===== config.mk =====
export PLATFORM = sky130hd
export DESIGN_NAME = nibble_serial_add_ctrl_flat
export DESIGN_NICKNAME = d
export VERILOG_FILES = /design/src/rtl/nibble_serial_add_ctrl_if.sv /design/src/rtl/nibble_serial_add_ctrl.sv /design/src/flat_wrapper.sv
export SDC_FILE = /design/constraint.sdc
export NUM_CORES = 1
export LEC_CHECK = 0
export ABC_AREA = 1
export CORE_ASPECT_RATIO = 0.75
export CORE_MARGIN = 5
export CORE_UTILIZATION = 40
export DETAILED_ROUTE_END_ITERATION = 10
export PLACE_DENSITY_LB_ADDON = 0.05
export SYNTH_ARGS = -nofsm -noshare
export SYNTH_HDL_FRONTEND = slang
export SYNTH_SLANG_ARGS = --single-unit

===== constraint.sdc =====
create_clock -name clk -period 1.31 [get_ports clk]
set_input_delay 0.262 -clock clk [delete_from_list [all_inputs] [get_ports clk]]
set_output_delay 0.262 -clock clk [all_outputs]
set_load 0.01 [all_outputs]

===== src/rtl/nibble_serial_add_ctrl_if.sv =====
`default_nettype none
// ============================================================================
// Module   : nibble_serial_add_ctrl_if
// Brief    : Requester handshake and 4-bit adder-slice bus for the sequencer.
//            NIBBLE_SERIAL_ADD_OVF_EN adds the ovf signal.
// Revision : 1.0 - initial release
// ============================================================================
interface nibble_serial_add_ctrl_if #(
    parameter int WIDTH = 16
);
    logic             start;
    logic [WIDTH-1:0] a;
    logic [WIDTH-1:0] b;
    logic             cin;
    logic             busy;
    logic             done;
    logic [WIDTH-1:0] sum;
    logic             cout;
`ifdef NIBBLE_SERIAL_ADD_OVF_EN
    logic             ovf;
`endif
    logic [3:0]       slice_a;
    logic [3:0]       slice_b;
    logic             slice_cin;
    logic [3:0]       slice_sum;
    logic             slice_cout;

    modport slave (
        input  start, a, b, cin, slice_sum, slice_cout,
`ifdef NIBBLE_SERIAL_ADD_OVF_EN
        output ovf,
`endif
        output busy, done, sum, cout, slice_a, slice_b, slice_cin
    );

    modport master (
        output start, a, b, cin, slice_sum, slice_cout,
`ifdef NIBBLE_SERIAL_ADD_OVF_EN
        input  ovf,
`endif
        input  busy, done, sum, cout, slice_a, slice_b, slice_cin
    );
endinterface
`default_nettype wire


===== src/rtl/nibble_serial_add_ctrl.sv =====
`default_nettype none
// ============================================================================
// Module   : nibble_serial_add_ctrl
// Brief    : Adds two WIDTH-bit operands one nibble per clock through a shared
//            external 4-bit adder slice. NIBBLE_SERIAL_ADD_OVF_EN adds ovf.
// Revision : 1.0 - initial release
// ============================================================================
module nibble_serial_add_ctrl #(
    parameter int WIDTH = 16
) (
    input  wire logic           clk,
    input  wire logic           rst_n,
    nibble_serial_add_ctrl_if.slave bus
);
    localparam int NIB    = WIDTH / 4;
    localparam int c_IDXW = (NIB > 1) ? $clog2(NIB) : 1;
    localparam logic [c_IDXW-1:0] c_LAST = c_IDXW'(NIB - 1);

    typedef enum logic [1:0] {
        S_IDLE = 2'd0,
        S_RUN  = 2'd1,
        S_DONE = 2'd2
    } state_t;

    state_t              r_state;
    state_t              w_next;
    logic [WIDTH-1:0]    r_a;
    logic [WIDTH-1:0]    r_b;
    logic [WIDTH-1:0]    r_sum;
    logic [c_IDXW-1:0]   r_idx;
    logic                r_carry;
    logic                r_cout;
    logic                r_busy;
    logic                r_done;
`ifdef NIBBLE_SERIAL_ADD_OVF_EN
    logic                r_ovf;
`endif
    logic [3:0]          w_slice_a;
    logic [3:0]          w_slice_b;
    logic                w_slice_cin;
    logic                w_accept;
    logic                w_last;

    always_ff @(posedge clk or negedge rst_n) begin
        if (!rst_n) begin
            r_state <= S_IDLE;
        end else begin
            r_state <= w_next;
        end
    end

    always_comb begin
        w_next      = r_state;
        w_slice_a   = 4'd0;
        w_slice_b   = 4'd0;
        w_slice_cin = 1'b0;
        w_accept    = 1'b0;
        w_last      = (r_idx == c_LAST);
        case (r_state)
            S_IDLE: begin
                if (bus.start) begin
                    w_accept = 1'b1;
                    w_next   = S_RUN;
                end
            end
            S_RUN: begin
                w_slice_a   = r_a[4*r_idx +: 4];
                w_slice_b   = r_b[4*r_idx +: 4];
                w_slice_cin = r_carry;
                if (w_last) begin
                    w_next = S_DONE;
                end
            end
            S_DONE: begin
                w_next = S_IDLE;
            end
            default: begin
                w_next = S_IDLE;
            end
        endcase
    end

    always_ff @(posedge clk or negedge rst_n) begin
        if (!rst_n) begin
            r_a     <= '0;
            r_b     <= '0;
            r_sum   <= '0;
            r_idx   <= '0;
            r_carry <= 1'b0;
            r_cout  <= 1'b0;
            r_busy  <= 1'b0;
            r_done  <= 1'b0;
`ifdef NIBBLE_SERIAL_ADD_OVF_EN
            r_ovf   <= 1'b0;
`endif
        end else begin
            if (w_accept) begin
                r_a     <= bus.a;
                r_b     <= bus.b;
                r_carry <= bus.cin;
                r_idx   <= '0;
                r_sum   <= '0;
                r_cout  <= 1'b0;
                r_busy  <= 1'b1;
`ifdef NIBBLE_SERIAL_ADD_OVF_EN
                r_ovf   <= 1'b0;
`endif
            end
            if (r_state == S_RUN) begin
                r_sum[4*r_idx +: 4] <= bus.slice_sum;
                r_carry             <= bus.slice_cout;
                if (w_last) begin
                    r_cout <= bus.slice_cout;
                    r_done <= 1'b1;
`ifdef NIBBLE_SERIAL_ADD_OVF_EN
                    // Sign of the result differs from both operand signs.
                    r_ovf  <= r_a[WIDTH-1] ^ r_b[WIDTH-1] ^ bus.slice_sum[3] ^ bus.slice_cout;
`endif
                end else begin
                    r_idx <= r_idx + c_IDXW'(1);
                end
            end
            if (r_state == S_DONE) begin
                r_done <= 1'b0;
                r_busy <= 1'b0;
            end
        end
    end

    assign bus.busy      = r_busy;
    assign bus.done      = r_done;
    assign bus.sum       = r_sum;
    assign bus.cout      = r_cout;
    assign bus.slice_a   = w_slice_a;
    assign bus.slice_b   = w_slice_b;
    assign bus.slice_cin = w_slice_cin;
`ifdef NIBBLE_SERIAL_ADD_OVF_EN
    assign bus.ovf       = r_ovf;
`endif

endmodule
`default_nettype wire

===== src/flat_wrapper.sv =====
// flat-port wrapper written by rule: the top's interface ports become plain ports
module nibble_serial_add_ctrl_flat 
#(
    parameter int WIDTH = 16
)
  (clk, rst_n, bus_start, bus_a, bus_b, bus_cin, bus_slice_sum, bus_slice_cout, bus_busy, bus_done, bus_sum, bus_cout, bus_slice_a, bus_slice_b, bus_slice_cin);
  nibble_serial_add_ctrl_if #(.WIDTH(WIDTH)) bus_i ();
  input  wire logic clk;
  input  wire logic rst_n;
  input wire logic [$bits(bus_i.start)-1:0] bus_start;
  input wire logic [$bits(bus_i.a)-1:0] bus_a;
  input wire logic [$bits(bus_i.b)-1:0] bus_b;
  input wire logic [$bits(bus_i.cin)-1:0] bus_cin;
  input wire logic [$bits(bus_i.slice_sum)-1:0] bus_slice_sum;
  input wire logic [$bits(bus_i.slice_cout)-1:0] bus_slice_cout;
  output wire logic [$bits(bus_i.busy)-1:0] bus_busy;
  output wire logic [$bits(bus_i.done)-1:0] bus_done;
  output wire logic [$bits(bus_i.sum)-1:0] bus_sum;
  output wire logic [$bits(bus_i.cout)-1:0] bus_cout;
  output wire logic [$bits(bus_i.slice_a)-1:0] bus_slice_a;
  output wire logic [$bits(bus_i.slice_b)-1:0] bus_slice_b;
  output wire logic [$bits(bus_i.slice_cin)-1:0] bus_slice_cin;
  assign bus_i.start = bus_start;
  assign bus_i.a = bus_a;
  assign bus_i.b = bus_b;
  assign bus_i.cin = bus_cin;
  assign bus_i.slice_sum = bus_slice_sum;
  assign bus_i.slice_cout = bus_slice_cout;
  assign bus_busy = bus_i.busy;
  assign bus_done = bus_i.done;
  assign bus_sum = bus_i.sum;
  assign bus_cout = bus_i.cout;
  assign bus_slice_a = bus_i.slice_a;
  assign bus_slice_b = bus_i.slice_b;
  assign bus_slice_cin = bus_i.slice_cin;
  nibble_serial_add_ctrl #(.WIDTH(WIDTH)) u_core (.clk(clk), .rst_n(rst_n), .bus(bus_i));
endmodule

Word-level counts from Yosys, hierarchy flattened
Index checks and enable logic that the tools add are counted.
{"block": "totals", "register_bits": 56, "output_inout_bits": 28, "word_cells": 51}
{"block": "classes", "addsub": 2, "n_eq_ne": 5, "shift": 4, "mux": 24, "reduce_logical": 7}
{"operator": "$neg 4->34", "count": 1}
{"operator": "$shift 4x34->16 const A", "count": 1}
{"operator": "$shiftx 4x34->16", "count": 1}
{"operator": "$mux 16", "count": 2}
{"operator": "$shiftx 16x5->4", "count": 2}
{"operator": "$bwmux 16", "count": 1}
{"operator": "$mux 1", "count": 13}
{"operator": "$mux 2", "count": 5}
{"operator": "$mux 4", "count": 2}
{"operator": "$reduce_bool 2->1", "count": 4}
{"operator": "$eq 2x2->1 const B", "count": 2}
{"operator": "$pmux 2 s2", "count": 1}
{"operator": "$reduce_and 2->1", "count": 2}
{"operator": "$add 2x1->2 const B", "count": 1}
{"operator": "$eq 2x1->1 const B", "count": 1}
{"operator": "$logic_not 2->1", "count": 1}
{"operator": "$ne 2x1->1 const B", "count": 1}
{"operator": "$ne 2x2->1 const B", "count": 1}

Depth between registers and ports, before layout
Gate-level depths: netlist of the first run.
{"block": "logic_depth", "depth_word": 5, "depth_mapped": 8, "ltp_nobuf": 6}

Worst setup path after synthesis of the first run
OpenSTA, ideal clock, no wires.
{"block": "synth_path", "kind": "flip-flop to flip-flop", "startpoint": "register u_core.r_idx[0]", "endpoint": "register u_core.r_sum[12] (netlist: u_core.bus.sum[12])", "setup_ps": 77, "arrival_time_ps": 1372, "path_slack_ps": -140, "stages_incl_launch_ff": 8, "path_buffers": 2, "synth_period_minus_slack_ps": 1450, "cell_sequence": "dfrtp_1 buf_6 inv_6 buf_6 ha_1 inv_1 nand4_1 o21ai_1"}
{"block": "synth_between", "elab_chain_len": 4, "elab_cells_between_ends": 5, "classes_between": "add/sub (1); shift (2); mux (2)"}
{"item": "from (decl)", "line": "nibble_serial_add_ctrl.sv:30", "text": "logic [c_IDXW-1:0] r_idx;"}
{"item": "from (signal assigned)", "line": "nibble_serial_add_ctrl.sv:120", "text": "r_idx <= r_idx + c_IDXW'(1);"}
{"item": "$neg 4->34 *", "line": "nibble_serial_add_ctrl.sv:110", "text": "r_sum[4*r_idx +: 4] <= bus.slice_sum;"}
{"item": "$shiftx 4x34->16 or $shift 4x34->16 (tied branches)", "line": "nibble_serial_add_ctrl.sv:110"}
{"item": "$bwmux 16 *", "line": "nibble_serial_add_ctrl.sv:110"}
{"item": "$mux 16 *", "line": "nibble_serial_add_ctrl.sv:109", "text": "if (r_state == S_RUN) begin"}
{"item": "to (signal, indexed assignment)", "line": "nibble_serial_add_ctrl.sv:110"}
{"item": "to (decl)", "line": "nibble_serial_add_ctrl.sv:29", "text": "logic [WIDTH-1:0] r_sum;"}
Every way passes the cells marked *; elsewhere a longest branch is shown, timed or not.
A chain may end at the register's enable or synchronous reset.

Final worst setup path of the first run
{"block": "layout_path", "startpoint": "register u_core.r_idx[0]", "endpoint": "output port bus_slice_b[0]"}
{"block": "layout_between", "elab_chain_len": 2}
{"item": "$shiftx 16x5->4", "line": "nibble_serial_add_ctrl.sv:68", "text": "w_slice_b = r_b[4*r_idx +: 4];"}
{"item": "$mux 4", "line": "nibble_serial_add_ctrl.sv:59", "text": "case (r_state)"}
{"item": "to (decl)", "line": "flat_wrapper.sv:21", "text": "output wire logic [$bits(bus_i.slice_b)-1:0] bus_slice_b;"}
No other way between the ends.

==> results of run 1 <==
## path summary, 6_finish.rpt
kind | endpoint | cells after the start
worst max-delay path | bus_slice_b[0] | 5
worst min register to register | u_core.bus.busy | 2
worst max register to register | u_core.bus.sum[6] | 6
max in group asynchronous | u_core.r_a[6] | 3
worst min-delay path | u_core.r_b[5] | 3
min in group clk | u_core.r_a[9] | 3
## placed cells by master, fill, tap and decap left out, types with 3 or more instances in the layout
cell	count
dfrtp_1	55
buf_4	54
nand2_1	53
inv_1	41
clkdlybuf4s50_1	39
o21ai_2	37
nand3_1	31
nand2_4	22
dlygate4sd2_1	17
buf_6	16
nand3_2	11
nand2_2	10
o21ai_1	10
buf_12	10
buf_2	9
a21oi_2	8
buf_16	8
ha_1	6
inv_2	5
nor2_4	5
ha_4	5
clkbuf_8	5
buf_8	5
inv_4	3
## critical path, cell delays in order, from the launching register on
cell,delay (ns)
dfrtp_2,0.48
buf_6,0.15
nand2_1,0.06
nand3_1,0.12
a21oi_4,0.18
buf_6,0.12
## per-stage QoR
step | setup slack [ns] | hold WS [ns] | util, %
3_5_place_dp | -0.5755 | 0.2864 | 56.30
5_1_grt | -0.4495 | 0.4944 | 72.31
4_1_cts | -0.3726 | 0.4811 | 67.13
6_report | -0.3796 | 0.4489 | 72.31
2_1_floorplan | -0.06005 | -0.03359 | -
3_3_place_gp | -0.5033 | 0.2893 | 56.30
## power breakdown
part | leakage [nW] | internal, mW | switching (mW)
sequential | 0.716 | 2.36 | 0.267
clock | 0.0487 | 0.392 | 0.630
combinational | 1.84 | 4.00 | 3.73
## area by class of cell
| class | instances | area [um^2] | share of cell area, % |
|---|---|---|---|
| timing repair buffer | 162 | 1728 | 33.05 |
| clock buffer | 5 | 68.82 | 1.316 |
| timing repair inverter | 1 | 16.27 | 0.3112 |
| multi-input combinational | 211 | 1633 | 31.24 |
| sequential | 56 | 1403 | 26.83 |
| inverter | 52 | 226.5 | 4.332 |
| clock inverter | 3 | 26.28 | 0.5026 |
| tap | 101 | 126.4 | 2.417 |
## flip-flops by register name, indices dropped and copies added, names as in the netlist
signal and count:
u_core.r_a 16, u_core.r_carry 1, u_core.bus.sum 16, u_core.r_state 2, u_core.bus.cout 1, u_core.r_idx 2
u_core.bus.busy 1, u_core.r_b 16, u_core.bus.done 1
## timing repair
item / 4_1_cts / 5_1_grt
buffers inserted: 18 / 19
gates cloned: 10 / 0
hold buffers: 1 / 0
resized for setup: 136 / 79
pin swaps: 20 / 8
endpoints found under the hold margin: 56 / 0
setup endpoints to repair: 84 / 73
## routing by layer
metal,GRT usage [%],wire length (um)
met5,0,0
met1,28.81,4285
met2,30.51,4426
met3,3.248,563
met4,4.014,86
## logic make-up (layout without fill, tap and decap cells)
| logic type | after synthesis | after routing | synth area share [%] |
|---|---|---|---|
| buffers and inverters | 67 | 223 | 11.73 |
| DFF | 56 | 56 | 48.13 |
| adders and majority gates | 11 | 11 | 4.727 |
| and+or+nand+nor | 139 | 139 | 20.97 |
| AOI/OAI and AO/OA | 61 | 61 | 14.44 |
==> qor.tcl, run 1 <==
set qor(run_status) {complete, but fails checks}
set qor(violations) {negative setup slack}
set qor(wirelength_um) 9361
set qor(finalHoldViolCount) 0
set qor(postLayoutSetupSlackWorst_ns) -0.3796
set qor(die-area_um2) 9103
set qor(synth_top_area_share_pct) 48.13
set qor(final_cell_area_um2) 5228
set qor(actual_slew_at_the_worst_max_slew_pin_ns) 0.3187
set qor(worst-setup-path-type) {reg2out}
set qor(synth_area_per_cell_um2) 8.717
set qor(drt-initial-drc-count) 116
set qor(setup_viol) 65
set qor(routabilityCongestion) 0.8305
set qor(final_nets) 541
set qor(clkSlewWorstSetupHoldPaths_ns) 0.12
set qor(powerDensity_nw_per_um2) 2178
set qor(synth_top_flop_cell) {dfrtp_1}
set qor(netlist_top_cells_area) {dfrtp_1, nand2_1, o21ai_2}
set qor(io_buffers) 68
set qor(irDropWorstVdd_mv) 1.103
set qor(detailed_place_hpwl_um) 5304
set qor(hold_path.class) {in2async}
set qor(postSynthRegisterBits) 56
set qor(place.detailed.instances) 539
set qor(detail-route-antenna-nets) 0
set qor(tritoncts_clock_tree) {done}
set qor(max-slew-margin-rel_pct) 78.75
set qor(cellLeakagePower_nw) 2.601
set qor(worstSetupEndpointType) {primary output}
set qor(number_of_global_route_vias_before_repair) 2782
set qor(path_max_fanout) 5
set qor(antenna_diode_instance_count) 0
set qor(timing.critical_path.required_ns) 1.05
set qor(asyncSetResetFlopFracSynth_pct) 100.0
set qor(layout.cells.non_filler) 591
set qor(start_util_pct) 40.27
set qor(detail_route.wl_per_cell_um) 15.84
set qor(floorplan.io_pins) 69
set qor(grt_first_pass_wirelength_um) 14080
set qor(grt_util_all_layers_pct) 19.66
set qor(area_after_detailed_placement_um2) 4070
set qor(fill_cells) 568
set qor(global_route_total_overflow) 0
set qor(worstSkewPairLatency_ns) 0.32
set qor(via_density) 4.817
set qor(clk_path_buf_depth) 2
set qor(regToRegSetupSlack_ns) -0.32
set qor(synth.distinct_cells) 21
set qor(max_freq_mhz) 591.9
set qor(clockRootBuffer) {clkbuf_8}
set qor(fin_worst_skew_ns) 0.01274
set qor(floorplan.die.height_um) 83.89
set qor(yosysSeqAreaShare_pct) 48.13
set qor(period_share_pct) 129.0
set qor(synthMostInstantiatedCell) {nand2_1}
set qor(startpoint) {u_core.r_idx[0]}
set qor(std_cell_rows) 27
set qor(antenna_found_initial) 0
set qor(detail_route.first_pass.iterations) 4
set qor(flow.area_growth_from_synthesis_pct) 79.54
set qor(post_synth_edffs) 0
set qor(cts-htree-levels) 2
set qor(timing_max_transition_violations_final) 0
set qor(cts-buffers-inserted) 5
set qor(detailroute.via_count) 2847
set qor(drv_cap) 0
set qor(synthesis.nets) 386
set qor(netlist.top_cell.by_area) {dfrtp_1}
set qor(synth_warnings) 0
set qor(core_area_um2) 7229
set qor(grt_max_degree) 57
set qor(rsz_0062_raised_after_global_routing) {yes}
set qor(critical_path_arrival_ns) 1.43
set qor(drcViolationCount) 0
set qor(tritoncts_num_sinks) 56
set qor(fin_total_pwr_mw) 11.39
set qor(critical_path.reg2reg.startpoint) {u_core.r_idx[0]}
set qor(floorplan.die.width_um) 108.5
set qor(syn_area_um2) 2912
set qor(timing.setup.tns_ns) -15.29
set qor(timing.critical_path.from_type) {flip-flop}
set qor(synth_cells) 334
set qor(synth_common_cells) {nand2_1, dfrtp_1, inv_1, nand3_1, o21ai_2}
set qor(proportion_of_layout_cells_with_a_drive_suffix_above_1_pct) 46.94
set qor(period_minus_slack_ns) 1.690
Power figures use the tool's default switching activity.
==> inputs of run 2 (changes only) <==
--- a/config.mk
+++ b/config.mk
@@ -14,3 +14,4 @@
 export SYNTH_ARGS = -nofsm -noshare
 export SYNTH_HDL_FRONTEND = slang
 export SYNTH_SLANG_ARGS = --single-unit
+export TNS_END_PERCENT = 20
==> run 2 against run 1 <==
The flow still finishes with violations (negative setup slack); wire length is 20% lower; via count is 8.7% lower; largest power group unchanged; die area stayed put; register-to-register slack better by 0.05 ns; highest routed layer unchanged; fmax is 8.0% lower.
==> qor.tcl, run 2 (synthesized netlist as in run 1, its figures left out) <==
set qor(final_common_cell) {nand2_1}
set qor(period_share_pct) 140.1 ;# +11 points
set qor(worstSetupEndpointType) {primary output}
set qor(io_buffers) 68 ;# unchanged
set qor(timing_max_transition_violations_final) 0 ;# unchanged
set qor(die-area_um2) 9103 ;# unchanged
set qor(finalHoldViolCount) 0 ;# unchanged
set qor(core_area_um2) 7229 ;# unchanged
set qor(period_minus_slack_ns) 1.836 ;# +0.1462 ns
set qor(metal_1_wl_um) 3764 ;# -12%
set qor(powerDensity_nw_per_um2) 2141 ;# -1.7%
set qor(critical_path_arrival_ns) 1.57 ;# +0.14 ns
set qor(actual_slew_at_the_worst_max_slew_pin_ns) 0.3033 ;# -0.01540 ns
set qor(ff2ff_path_depth) 10 ;# +4
set qor(grt_util_all_layers_pct) 17.56 ;# -2.1 points
set qor(run_status) {complete, but fails checks}
set qor(tritoncts_num_sinks) 56 ;# unchanged
set qor(wirelength_um) 7514 ;# -20%
set qor(floorplan.die.width_um) 108.5 ;# unchanged
set qor(antenna_diode_instance_count) 0 ;# unchanged
set qor(final_util_pct) 62.82 ;# -9.5 points
set qor(most-common-layout-cells) {nand2_1, dfrtp_1, buf_4}
set qor(met2_length_um) 3243 ;# -27%
set qor(maxUsedRoutingLayer) {met4}
set qor(drv_cap) 0 ;# unchanged
set qor(timing.critical_path.required_ns) 1.05 ;# about the same
set qor(flow.area_growth_from_synthesis_pct) 56.00
set qor(fin_total_pwr_mw) 9.722 ;# -15%
set qor(proportion_of_layout_cells_with_a_drive_suffix_above_1_pct) 35.38 ;# -12 points
set qor(critical_path.reg2reg.startpoint) {u_core.r_state[0]}
set qor(floorplan.io_pins) 69 ;# unchanged
set qor(timing.critical_path.from_type) {flip-flop}
set qor(worst-setup-path-type) {reg2out}
set qor(clkSlewWorstSetupHoldPaths_ns) 0.10 ;# -0.02 ns
set qor(area_after_detailed_placement_um2) 4070 ;# unchanged
set qor(cts-htree-levels) 2 ;# unchanged
set qor(detailed_place_hpwl_um) 5065 ;# -4.5%
set qor(crit_end) {bus_slice_b[0]}
set qor(setup_viol) 65 ;# unchanged
set qor(worstSkewPairLatency_ns) 0.32 ;# about the same
set qor(final_cell_area_um2) 4542 ;# -13%
set qor(routabilityCongestion) 0.8425 ;# +1.4%
set qor(clk_path_buf_depth) 2 ;# unchanged
set qor(regToRegSetupSlack_ns) -0.27 ;# +0.05 ns
set qor(grt_max_degree) 57 ;# unchanged
set qor(hold_path.class) {in2async}
set qor(floorplan.die.height_um) 83.89 ;# unchanged
set qor(global_route_total_overflow) 0 ;# unchanged
set qor(detail-route-antenna-nets) 0 ;# unchanged
set qor(max_freq_mhz) 544.7 ;# -8.0%
set qor(start_util_pct) 40.27 ;# unchanged
set qor(fill_cells) 629 ;# +11%
set qor(crit_reg_reg_endpoint) {u_core.r_a[7]}
set qor(startpoint) {u_core.r_state[1]}
set qor(detailroute.via_count) 2598 ;# -8.7%
set qor(path_max_fanout) 6 ;# +1
set qor(std_cell_rows) 27 ;# unchanged
set qor(via_density) 4.534 ;# -5.9%
set qor(tritoncts_clock_tree) {done}
set qor(antenna_found_initial) 0 ;# unchanged
set qor(cts-buffers-inserted) 5 ;# unchanged
set qor(final_nets) 523 ;# -3.3%
set qor(fin_worst_skew_ns) 0.01370 ;# +0.0009646 ns
set qor(violations) {negative setup slack}
set qor(number_of_global_route_vias_before_repair) 2593 ;# -6.8%
set qor(clockRootBuffer) {clkbuf_8}
set qor(timing.setup.tns_ns) -13.79 ;# +1.497 ns
set qor(irDropWorstVdd_mv) 0.9892 ;# -10%
set qor(rsz_0062_raised_after_global_routing) {yes}
set qor(max-slew-margin-rel_pct) 79.78 ;# +1.0 points
set qor(routed_wire_length_on_met3_um) 452 ;# -20%
set qor(drt-initial-drc-count) 105 ;# -9.5%
set qor(detail_route.wl_per_cell_um) 13.11 ;# -17%
set qor(postLayoutSetupSlackWorst_ns) -0.5258 ;# -0.1462 ns
set qor(drcViolationCount) 0 ;# unchanged
set qor(cellLeakagePower_nw) 2.238 ;# -14%
set qor(grt_first_pass_wirelength_um) 12870 ;# -8.6%
set qor(detail_route.first_pass.iterations) 4 ;# unchanged
## run 2: stage by stage
stage / std cells / hold slack [ns] / setup WS (ns)
2_1_floorplan: 334 / -0.03359 / -0.06005
3_3_place_gp: 540 / 0.2899 / -0.4824
3_5_place_dp: 540 / 0.2822 / -0.4823
4_1_cts: 565 / 0.4889 / -0.5459
5_1_grt: 573 / 0.4905 / -0.6376
6_report: 573 / 0.4739 / -0.5258
## run 2: worst max-delay path: stages (launching register included)
cell	delay (ns)
dfrtp_1	0.40
inv_2	0.08
ha_4	0.14
clkinvlp_4	0.16
buf_6	0.17
buf_6	0.10
a21oi_2	0.08
buf_2	0.14
## run 2: worst min-delay path by stage
stage	slack [ns]	start	to	depth (start not counted)
2_1_floorplan	-0.03	rst_n	u_core.bus.busy	0
3_3_place_gp	0.29	rst_n	u_core.r_b[1]	2
3_5_place_dp	0.28	rst_n	u_core.r_a[10]	2
4_1_cts	0.49	rst_n	u_core.r_a[10]	3
5_1_grt	0.49	bus_a[14]	u_core.r_a[14]	3
6_report	0.47	rst_n	u_core.r_b[1]	3
## run 2: cell type report
cell class              count  area [um^2]  share of cell area, %
well taps                 101        126.4                  2.782
flip-flops and latches     56         1401                  30.85
clock buffers               5        68.82                  1.515
inverters                  52        216.5                  4.766
repair inverters            1        11.26                 0.2479
multi-input cells         211         1295                  28.51
clock inverters             3        42.54                 0.9366
repair buffers            144         1380                  30.39
## run 2: what timing repair did
action | in CTS | in global routing
setup buffers | 14 | 9
pin swaps | 7 | 6
hold endpoints to repair | 56 | 0
hold buffers | 1 | 0
gates cloned | 4 | 0
resized for setup | 92 | 13
endpoints found under the setup margin | 81 | 70
## run 2: per-layer routing
layer	up-vias	track usage (%)
met5	-	0
met2	62	25.07
met1	1191	27.27
li1	1339	-
met4	0	3.211
met3	6	3.790
## run 2: where the power goes
group          leakage [nW]  internal (mW)  switching [mW]
sequential            0.717           2.36           0.218
combinational          1.47           3.07            2.90
clock                0.0541          0.568           0.598
total                  2.24           6.00            3.72
==> inputs of run 3 (changes only) <==
==> constraint.sdc (replaced) <==
create_clock -name clk -period 1.7 [get_ports clk]
set_input_delay 0.34 -clock clk [delete_from_list [all_inputs] [get_ports clk]]
set_output_delay 0.34 -clock clk [all_outputs]
set_load 0.01 [all_outputs]
==> run 3 against run 2 <==
The flow still finishes with violations (negative setup slack); first-iteration DRC count down 13%; combinational power down 41%; flip-flop and latch count unchanged; clock-buffer cell count up 1; setup slack better by 0.47 ns; power down 36%; clock skew down 0.0084 ns; sequential power down 22%; largest cell class unchanged; largest power group unchanged; highest routed layer unchanged.
==> qor.tcl, run 3 (synthesized netlist as in run 1, its figures left out) <==
set qor(final_nets) 465 ;# -11%
set qor(cts-buffers-inserted) 5 ;# unchanged
set qor(place_ws_ns) -0.1513 ;# +0.3310 ns
set qor(most-common-layout-cells) {nand2_1, clkdlybuf4s50_1, dfrtp_1}
set qor(via_density) 4.654 ;# +2.7%
set qor(detailed_place_hpwl_um) 5032 ;# -0.64%
set qor(start_util_pct) 40.27 ;# unchanged
set qor(io_buffers) 68 ;# unchanged
set qor(area_after_detailed_placement_um2) 3757 ;# -7.7%
set qor(routabilityCongestion) 0.8851 ;# +5.1%
set qor(final_util_pct) 55.35 ;# -7.5 points
set qor(grt_util_all_layers_pct) 15.90 ;# -1.7 points
set qor(max-slew-margin-rel_pct) 78.94 ;# -0.84 points
set qor(timing_max_transition_violations_final) 0 ;# unchanged
set qor(violations) {negative setup slack}
set qor(final_cell_area_um2) 4001 ;# -12%
set qor(share_comb_of_total_power_pct) 55.9 ;# -5.6 points
set qor(wirelength_um) 7076 ;# -5.8%
set qor(antenna_found_initial) 0 ;# unchanged
set qor(timing.setup.tns_ns) -0.2703 ;# +13.52 ns
set qor(worst-setup-path-type) {reg2out}
set qor(flow.area_growth_from_synthesis_pct) 37.43
set qor(setup_viol) 8 ;# -88%
set qor(actual_slew_at_the_worst_max_slew_pin_ns) 0.3159 ;# +0.01254 ns
set qor(layout.cells.non_filler) 515 ;# -10%
set qor(postLayoutSetupSlackWorst_ns) -0.05514 ;# +0.4706 ns
set qor(hold_buf_cts) 0 ;# -1
set qor(core_area_um2) 7229 ;# unchanged
set qor(global_route_total_overflow) 0 ;# unchanged
set qor(power_frac_clock_pct) 12.0 ;# about the same
set qor(cts-htree-levels) 2 ;# unchanged
set qor(drv_cap) 0 ;# unchanged
set qor(clockRootBuffer) {clkbuf_8}
set qor(fin_total_pwr_mw) 6.267 ;# -36%
set qor(max_freq_mhz) 569.8
set qor(timing.critical_path.from_type) {flip-flop}
set qor(detail-route-antenna-nets) 0 ;# unchanged
set qor(grt_first_pass_wirelength_um) 11590 ;# -10%
set qor(rsz_0062_raised_after_global_routing) {yes}
set qor(clkSlewWorstSetupHoldPaths_ns) 0.10 ;# about the same
set qor(powerDensity_nw_per_um2) 1566 ;# -27%
set qor(run_status) {complete, but fails checks}
set qor(floorplan.die.width_um) 108.5 ;# unchanged
set qor(drcViolationCount) 0 ;# unchanged
set qor(tritoncts_num_sinks) 56 ;# unchanged
set qor(detail_route.first_pass.iterations) 4 ;# unchanged
set qor(fin_worst_skew_ns) 0.005331 ;# -0.008370 ns
set qor(proportion_of_layout_cells_with_a_drive_suffix_above_1_pct) 29.95 ;# -5.4 points
set qor(drt-initial-drc-count) 91 ;# -13%
set qor(detail_route.wl_per_cell_um) 13.74 ;# +4.8%
set qor(irDropWorstVdd_mv) 0.6312 ;# -36%
set qor(die-area_um2) 9103 ;# unchanged
set qor(worstSkewPairLatency_ns) 0.31 ;# about the same
set qor(antenna_diode_instance_count) 0 ;# unchanged
set qor(detailroute.via_count) 2397 ;# -7.7%
set qor(place.detailed.instances) 506 ;# -6.3%
set qor(clk_path_buf_depth) 2 ;# unchanged
set qor(p_seq_share_pct) 32.0 ;# +5.5 points
set qor(period_share_pct) 103.2
set qor(period_minus_slack_ns) 1.755
set qor(timing.critical_path.required_ns) 1.36 ;# +0.31 ns
set qor(final_common_cell) {nand2_1}
set qor(fill_cells) 691 ;# +9.9%
set qor(floorplan.die.height_um) 83.89 ;# unchanged
set qor(floorplan.io_pins) 69 ;# unchanged
set qor(switchingPower_mw) 2.683 ;# -28%
set qor(cell_internal_pwr_mw) 3.584 ;# -40%
set qor(cellLeakagePower_nw) 1.878 ;# -16%
set qor(fin_hold_ws_ns) 0.01749 ;# -0.4564 ns
set qor(grt_max_degree) 57 ;# unchanged
set qor(path_max_fanout) 7 ;# +1
set qor(worstSetupEndpointType) {primary output}
set qor(finalHoldViolCount) 0 ;# unchanged
set qor(tritoncts_clock_tree) {done}
set qor(hold_path.class) {in2async}
set qor(critical_path_arrival_ns) 1.42 ;# -0.15 ns
set qor(std_cell_rows) 27 ;# unchanged
set qor(number_of_global_route_vias_before_repair) 2353 ;# -9.3%
set qor(swShare_pct) 42.82 ;# +4.5 points
-- run 3: power groups by stage --
stage	Sequential, mW	Combinational (mW)	Clock [mW]
after floorplan	2.02	2.11	0
after global placement	2.01	3.12	0
after detailed placement	2.02	3.16	0
after CTS	2.00	3.33	0.783
after global routing	2.06	3.89	0.834
final	2.01	3.51	0.755
-- run 3: final cells by class --
class                      instances  area (um^2)  share of cell area [%]
tap                              101        126.4                   3.158
clock buffer                       6        82.58                   2.064
timing repair buffer              87        838.3                   20.95
multi-input combinational        211         1339                   33.46
sequential                        56         1403                   35.05
inverter                          52        202.7                   5.066
clock inverter                     2        10.01                  0.2502
-- run 3: critical path, stage by stage (launching register included) --
cell     delay (ns)
dfrtp_2        0.50
buf_6          0.17
nand2_4        0.06
nand3_2        0.07
a21oi_2        0.16
buf_2          0.15
-- run 3: worst paths after layout --
kind | cells past startpoint | start | to | slack [ns]
max | 5 | u_core.r_idx[0] | bus_slice_b[3] | -0.06
min | 2 | rst_n | u_core.r_a[13] | 0.02
max reg2reg | 7 | u_core.r_idx[0] | u_core.bus.sum[0] | 0.14
min reg2reg | 2 | u_core.bus.sum[1] | u_core.bus.sum[1] | 0.52
max in group asynchronous | 2 | rst_n | u_core.r_idx[0] | 1.41
min in group clk | 2 | u_core.bus.sum[1] | u_core.bus.sum[1] | 0.52
-- run 3: metal layers --
metal  track usage, %  wire length, um  vias up
met5                0                0        -
met4            3.670               89        0
met3            2.784              343        9
met2            22.83             3054       57
met1            24.65             3588     1113
li1                 -                -     1218
-- run 3: timing repair --
item / in CTS / in global routing
buffers inserted: 1 / 0
gates cloned: 0 / 0
pin swaps: 21 / 9
setup endpoints to repair: 9 / 15
gates resized for setup: 67 / 20
